===== src/rtl/procesor_param.sv =====
// Multi-cycle accumulator processor: FETCH over req/ack, EXEC, STOP.
// Z/C/N flags, register file, and a bounded call/return link stack with fault.
module procesor_param #(
  parameter int DATA_W      = 16,
  parameter int ADDR_W      = 16,
  parameter int REG_AW      = 5,
  parameter int STACK_DEPTH = 4,
  parameter int INS_W       = 5 + REG_AW + DATA_W
) (
  input  logic              clk,
  input  logic              rst,
  output logic              imem_req,
  output logic [ADDR_W-1:0] imem_addr,
  input  logic              imem_ack,
  input  logic [INS_W-1:0]  imem_data,
  output logic [ADDR_W-1:0] pc,
  output logic [DATA_W-1:0] acc,
  output logic [2:0]        flags,
  output logic              halted,
  output logic              fault
);

  localparam int unsigned NREG  = 1 << REG_AW;
  localparam int          SP_W  = $clog2(STACK_DEPTH + 1);
  localparam int          SP_IW = (STACK_DEPTH > 1) ? $clog2(STACK_DEPTH) : 1;
  localparam int unsigned NSTK  = 1 << SP_IW;

  typedef enum logic [1:0] {S_FETCH, S_EXEC, S_STOP} state_t;

  typedef enum logic [3:0] {
    OP_NOP, OP_LDA, OP_ADD, OP_SUB, OP_AND, OP_OR, OP_XOR, OP_STA,
    OP_JMP, OP_JZ,  OP_JC,  OP_CALL, OP_RET, OP_HALT, OP_R14, OP_R15
  } op_t;

  state_t             r_state;
  logic [INS_W-1:0]   r_ir;
  logic [ADDR_W-1:0]  r_pc;
  logic [DATA_W-1:0]  r_acc;
  logic               r_n;
  logic               r_c;
  logic               r_z;
  logic               r_halted;
  logic               r_fault;
  logic [SP_W-1:0]    r_sp;
  logic [DATA_W-1:0]  r_regs  [NREG];
  logic [ADDR_W-1:0]  r_stack [NSTK];

  op_t                w_op;
  logic               w_src;
  logic [REG_AW-1:0]  w_reg;
  logic [DATA_W-1:0]  w_imm;
  logic [ADDR_W-1:0]  w_target;
  logic [DATA_W-1:0]  w_arg;
  logic [ADDR_W-1:0]  w_pc_inc;
  logic [DATA_W-1:0]  w_alu_res;
  logic               w_alu_c;
  logic               w_alu_wr;
  logic               w_stk_full;
  logic               w_stk_empty;
  logic [SP_IW-1:0]   w_push_idx;
  logic [SP_IW-1:0]   w_pop_idx;

  always_comb begin
    w_op     = op_t'(r_ir[INS_W-1 -: 4]);
    w_src    = r_ir[INS_W-5];
    w_reg    = r_ir[DATA_W +: REG_AW];
    w_imm    = r_ir[DATA_W-1:0];
    w_target = w_imm[ADDR_W-1:0];
    w_arg    = w_src ? w_imm : r_regs[w_reg];
    w_pc_inc = r_pc + ADDR_W'(1);
  end

  // Stack slots are indexed modulo the array size; sp==STACK_DEPTH is caught as full.
  always_comb begin
    w_stk_full  = (r_sp == SP_W'(STACK_DEPTH));
    w_stk_empty = (r_sp == '0);
    w_push_idx  = r_sp[SP_IW-1:0];
    w_pop_idx   = w_push_idx - SP_IW'(1);
  end

  always_comb begin
    w_alu_res = r_acc;
    w_alu_c   = 1'b0;
    w_alu_wr  = 1'b1;
    case (w_op)
      OP_LDA:  w_alu_res = w_arg;
      OP_ADD:  {w_alu_c, w_alu_res} = {1'b0, r_acc} + {1'b0, w_arg};
      OP_SUB:  {w_alu_c, w_alu_res} = {1'b0, r_acc} - {1'b0, w_arg};
      OP_AND:  w_alu_res = r_acc & w_arg;
      OP_OR:   w_alu_res = r_acc | w_arg;
      OP_XOR:  w_alu_res = r_acc ^ w_arg;
      default: w_alu_wr  = 1'b0;
    endcase
  end

  always_ff @(posedge clk or posedge rst) begin
    if (rst) begin
      r_state  <= S_FETCH;
      r_ir     <= '0;
      r_pc     <= '0;
      r_acc    <= '0;
      r_n      <= 1'b0;
      r_c      <= 1'b0;
      r_z      <= 1'b0;
      r_halted <= 1'b0;
      r_fault  <= 1'b0;
      r_sp     <= '0;
      for (int unsigned i = 0; i < NREG; i++) r_regs[i] <= '0;
      for (int unsigned i = 0; i < NSTK; i++) r_stack[i] <= '0;
    end else begin
      case (r_state)
        S_FETCH: begin
          if (imem_ack) begin
            r_ir    <= imem_data;
            r_state <= S_EXEC;
          end
        end
        S_EXEC: begin
          r_state <= S_FETCH;
          r_pc    <= w_pc_inc;
          if (w_alu_wr) begin
            r_acc <= w_alu_res;
            r_c   <= w_alu_c;
            r_z   <= (w_alu_res == '0);
            r_n   <= w_alu_res[DATA_W-1];
          end
          case (w_op)
            OP_STA: r_regs[w_reg] <= r_acc;
            OP_JMP: r_pc <= w_target;
            OP_JZ:  if (r_z) r_pc <= w_target;
            OP_JC:  if (r_c) r_pc <= w_target;
            OP_CALL: begin
              if (w_stk_full) begin
                r_pc    <= r_pc;
                r_fault <= 1'b1;
                r_state <= S_STOP;
              end else begin
                r_stack[w_push_idx] <= w_pc_inc;
                r_sp                <= r_sp + SP_W'(1);
                r_pc                <= w_target;
              end
            end
            OP_RET: begin
              if (w_stk_empty) begin
                r_pc    <= r_pc;
                r_fault <= 1'b1;
                r_state <= S_STOP;
              end else begin
                r_pc <= r_stack[w_pop_idx];
                r_sp <= r_sp - SP_W'(1);
              end
            end
            OP_HALT: begin
              r_pc     <= r_pc;
              r_halted <= 1'b1;
              r_state  <= S_STOP;
            end
            default: ;
          endcase
        end
        S_STOP: ;
        default: r_state <= S_STOP;
      endcase
    end
  end

  assign imem_req  = (r_state == S_FETCH);
  assign imem_addr = r_pc;
  assign pc        = r_pc;
  assign acc       = r_acc;
  assign flags     = {r_n, r_c, r_z};
  assign halted    = r_halted;
  assign fault     = r_fault;

endmodule

===== config.mk =====
export PLATFORM = sky130hd
export DESIGN_NAME = procesor_param
export DESIGN_NICKNAME = d
export VERILOG_FILES = /design/src/rtl/procesor_param.sv
export SDC_FILE = /design/constraint.sdc
export NUM_CORES = 2
export LEC_CHECK = 0
export ABC_CLOCK_PERIOD_IN_PS = 20800
export BUFFER_PORTS_ARGS = -buffer_cell sky130_fd_sc_hd__clkbuf_2
export CORE_ASPECT_RATIO = 1.1
export CORE_MARGIN = 8
export CORE_UTILIZATION = 25
export CTS_CLUSTER_DIAMETER = 60
export CTS_CLUSTER_SIZE = 20
export DETAILED_ROUTE_END_ITERATION = 6
export SLEW_MARGIN = 20
export SYNTH_ARGS = -nofsm -noshare
export SYNTH_HDL_FRONTEND = slang
export SYNTH_SLANG_ARGS = --single-unit

===== constraint.sdc =====
create_clock -name clk -period 20.8 [get_ports clk]
set_clock_uncertainty 0.05 [all_clocks]
set_input_delay 4.16 -clock clk [delete_from_list [all_inputs] [get_ports clk]]
set_output_delay 4.16 -clock clk [all_outputs]
set_load 0.05 [all_outputs]

==> flow_metrics.env <==
export IMPL_drive_above_1_share=0.1871
export IMPL_p_per_area_nw_per_um2=128.4
export IMPL_syn_nets=3091
export IMPL_num_io_pins=83
export IMPL_core_um2=126200
export IMPL_synthFlopType="dfrtp_1"
export IMPL_tightest_slew_ns=1.145
export IMPL_tns_ns=0
export IMPL_routed_wl_mm=98.99
export IMPL_grt_pass1_wl_mm=150.8
export IMPL_cts_tree="yes"
export IMPL_hp_class="register to register"
export IMPL_cts_root_buf="clkbuf_16"
export IMPL_antenna_found_initial=5
export IMPL_yosysTopAreaCellShare=0.5093
export IMPL_leakage_nw=15.45
export IMPL_overflow=0
export IMPL_track_usage=0.1392
export IMPL_reg2reg_to="r_z"
export IMPL_layout_commonest_cell="dfrtp_1"
export IMPL_synth_area_leader_cell="dfrtp_1"
export IMPL_post_dp_cell_area_um2=33590
export IMPL_maxCapViolations=0
export IMPL_start_util=0.2504
export IMPL_max_vdd_ir_drop_v=0.00007685
export IMPL_fin_crit_sh=0.3192
export IMPL_cp_start_kind="register"
export IMPL_reg2reg_slack_ns=14.16
export IMPL_async_flop_share=1.000
export IMPL_fmax_ghz=0.1506
export IMPL_path_class="register to register"
export IMPL_h_tree_depth=2
export IMPL_drv_slew=0
export IMPL_stdcell_area_um2=35370
export IMPL_status="completed"
export IMPL_grt_setup_unrepaired="false"
export IMPL_vias=23305
export IMPL_final_setup_viol_count=0
export IMPL_arrival_ns=7.12
export IMPL_path_clk_slew_ns=0.08
export IMPL_min_period_ns=6.639
export IMPL_grt_pass1_vias=22926
export IMPL_cts_buffers=50
export IMPL_cp_max_fo=47
export IMPL_dp_cells=4576
export IMPL_syn_cell_area_um2=31590
export IMPL_worstHoldPathCells=1
export IMPL_synth_seq_area_share=0.5093
export IMPL_portBuffers=82
export IMPL_wl_met2_mm=46.44
export IMPL_die_area_um2=138000
export IMPL_rr_startpoint="r_ir[16]"
export IMPL_crit_path_end_kind="register"
export IMPL_clockBufferDepth=3
export IMPL_mostFrequentLayoutCells="dfrtp_1, nand2_1, o21ai_0"
export IMPL_wl_per_cell_um=21.20
export IMPL_worstHoldEndpoint="halted"
export IMPL_nets=3046
export IMPL_reg2reg_depth=19
export IMPL_syn_inst=3006
export IMPL_drtIter0Drc=2218
export IMPL_cts_setup_buffers=0
export IMPL_floorplan_rows=137
export IMPL_wl_met3_mm=5.636
export IMPL_routed_top_layer="met4"
export IMPL_dp_hpwl_mm=65.83
export IMPL_layout_cells_non_filler=4669
export IMPL_firstDrtPassIters=5
export IMPL_hold_viol=0
export IMPL_drc=0
export IMPL_synthDistinctLibCells=91
export IMPL_routabilityCongestion=0.8818
export IMPL_wl_met1_mm=44.61
export IMPL_ctsResizeCount=0
export IMPL_fp_dieH_um=388.8
export IMPL_grt_max_degree=197
export IMPL_cts_hold_fix_buffers=0
export IMPL_synth_edff_count=0
export IMPL_required_ns=21.28
export IMPL_clk_latency_ns=0.63
export IMPL_viasPerCell=4.991
export IMPL_postRouteAntennaNets=0
export IMPL_hold_start="halted"
export IMPL_ys_ff_latch=643
export IMPL_area_growth_pct=11.95
export IMPL_synth_area_leaders="dfrtp_1, o21ai_0, mux4_2"
export IMPL_final_util=0.2803
export IMPL_relSlewSlack=0.2351
export IMPL_syn_mean_instance_area_um2=10.51
export IMPL_numClockSinks=643
export IMPL_die_x_um=354.9
export IMPL_yosys_warnings=0
## state kept, by name (all words and copies together) (netlist names)
signal / count
acc: 16
r_stack: 64
r_state: 2
r_ir: 26
fault: 1
halted: 1
r_sp: 3
r_regs: 512
r_c: 1
r_z: 1
imem_addr: 16
## worst max path at each step
stage / from / to / slack, ns
2_1_floorplan: rst / acc[0] / 7.81
3_3_place_gp: rst / imem_addr[7] / 13.28
3_5_place_dp: rst / imem_addr[7] / 13.26
4_1_cts: rst / r_stack[21] / 13.93
5_1_grt: rst / r_stack[21] / 13.54
6_report: r_ir[16] / r_z / 14.16
## layer usage
layer | global-route usage | up-vias
li1 | - | 10518
met2 | 0.2268 | 724
met5 | 0 | -
met3 | 0.02025 | 144
met1 | 0.1947 | 11919
met4 | 0.03407 | 0
## stage by stage
stage	hold slack, ns	power (mW)	setup slack [ns]
floorplan	0.3928	2.890	7.805
detailed placement	0.4134	3.505	13.26
global route	0.4509	4.768	13.54
CTS	0.4264	4.546	13.93
global placement	0.4062	3.513	13.28
finish	0.4202	4.542	14.16
## worst max-delay path, cell delays in order (launching register included)
cell and delay, ns:
dfrtp_4 0.98, buf_4 0.90, mux4_2 0.63, a211oi_1 0.31
nand4_1 0.26, mux2i_1 0.39, inv_1 0.15, ha_1 0.24
inv_1 0.10, fa_1 0.22, nand2b_1 0.14, a21oi_1 0.15
o21ai_0 0.33, a21oi_1 0.12, o22a_1 0.25, a2111oi_4 0.40
nor2_2 0.06, a2111oi_2 0.34, o2111ai_1 0.20, o31ai_2 0.20
## synthesized netlist by cell type (7+ instances only)
master and number:
and3_1 10, a21oi_1 79, nor3_1 25, mux2i_1 117, a31oi_1 12, o22ai_1 39, clkbuf_1 186, xor2_1 7
a221oi_1 14, nor2_1 119, inv_1 69, and2_1 7, a211oi_1 12, nand2b_1 14, o211ai_1 11, dfrtp_1 643
nor2b_1 18, buf_2 29, xnor2_1 12, ha_1 53, mux4_2 93, a22oi_1 25, nand3_1 23, buf_6 11
nand4_1 10, buf_4 24, nor4_1 10, buf_1 9, nand2_1 517, mux2_2 167, o21ai_0 504
## report_power, final
| part | switching, mW | internal, mW |
|---|---|---|
| sequential | 0.197 | 1.37 |
| combinational | 1.32 | 0.614 |
| clock | 0.522 | 0.515 |
| total | 2.04 | 2.50 |
## cell families after synthesis
family | share of synthesized area
XOR/XNOR | 0.005267
flip-flops | 0.5093
AO/OA/AOI/OAI | 0.1442
buffers and inverters | 0.04800
AND/OR/NAND/NOR | 0.1071
multiplexers | 0.1632
adder cells (fa/ha/maj) | 0.02289
## cell type report
type / count / area, µm²
repair buffers: 166 / 1099
fillers: 13233 / 90790
inverters: 72 / 274.0
diodes: 3 / 7.507
flip-flops and latches: 643 / 16100
multi-input cells: 2028 / 14070
well taps: 1668 / 2087
clock buffers: 55 / 1300
clock inverters: 34 / 434.2
(Power assumes the default switching activity.)
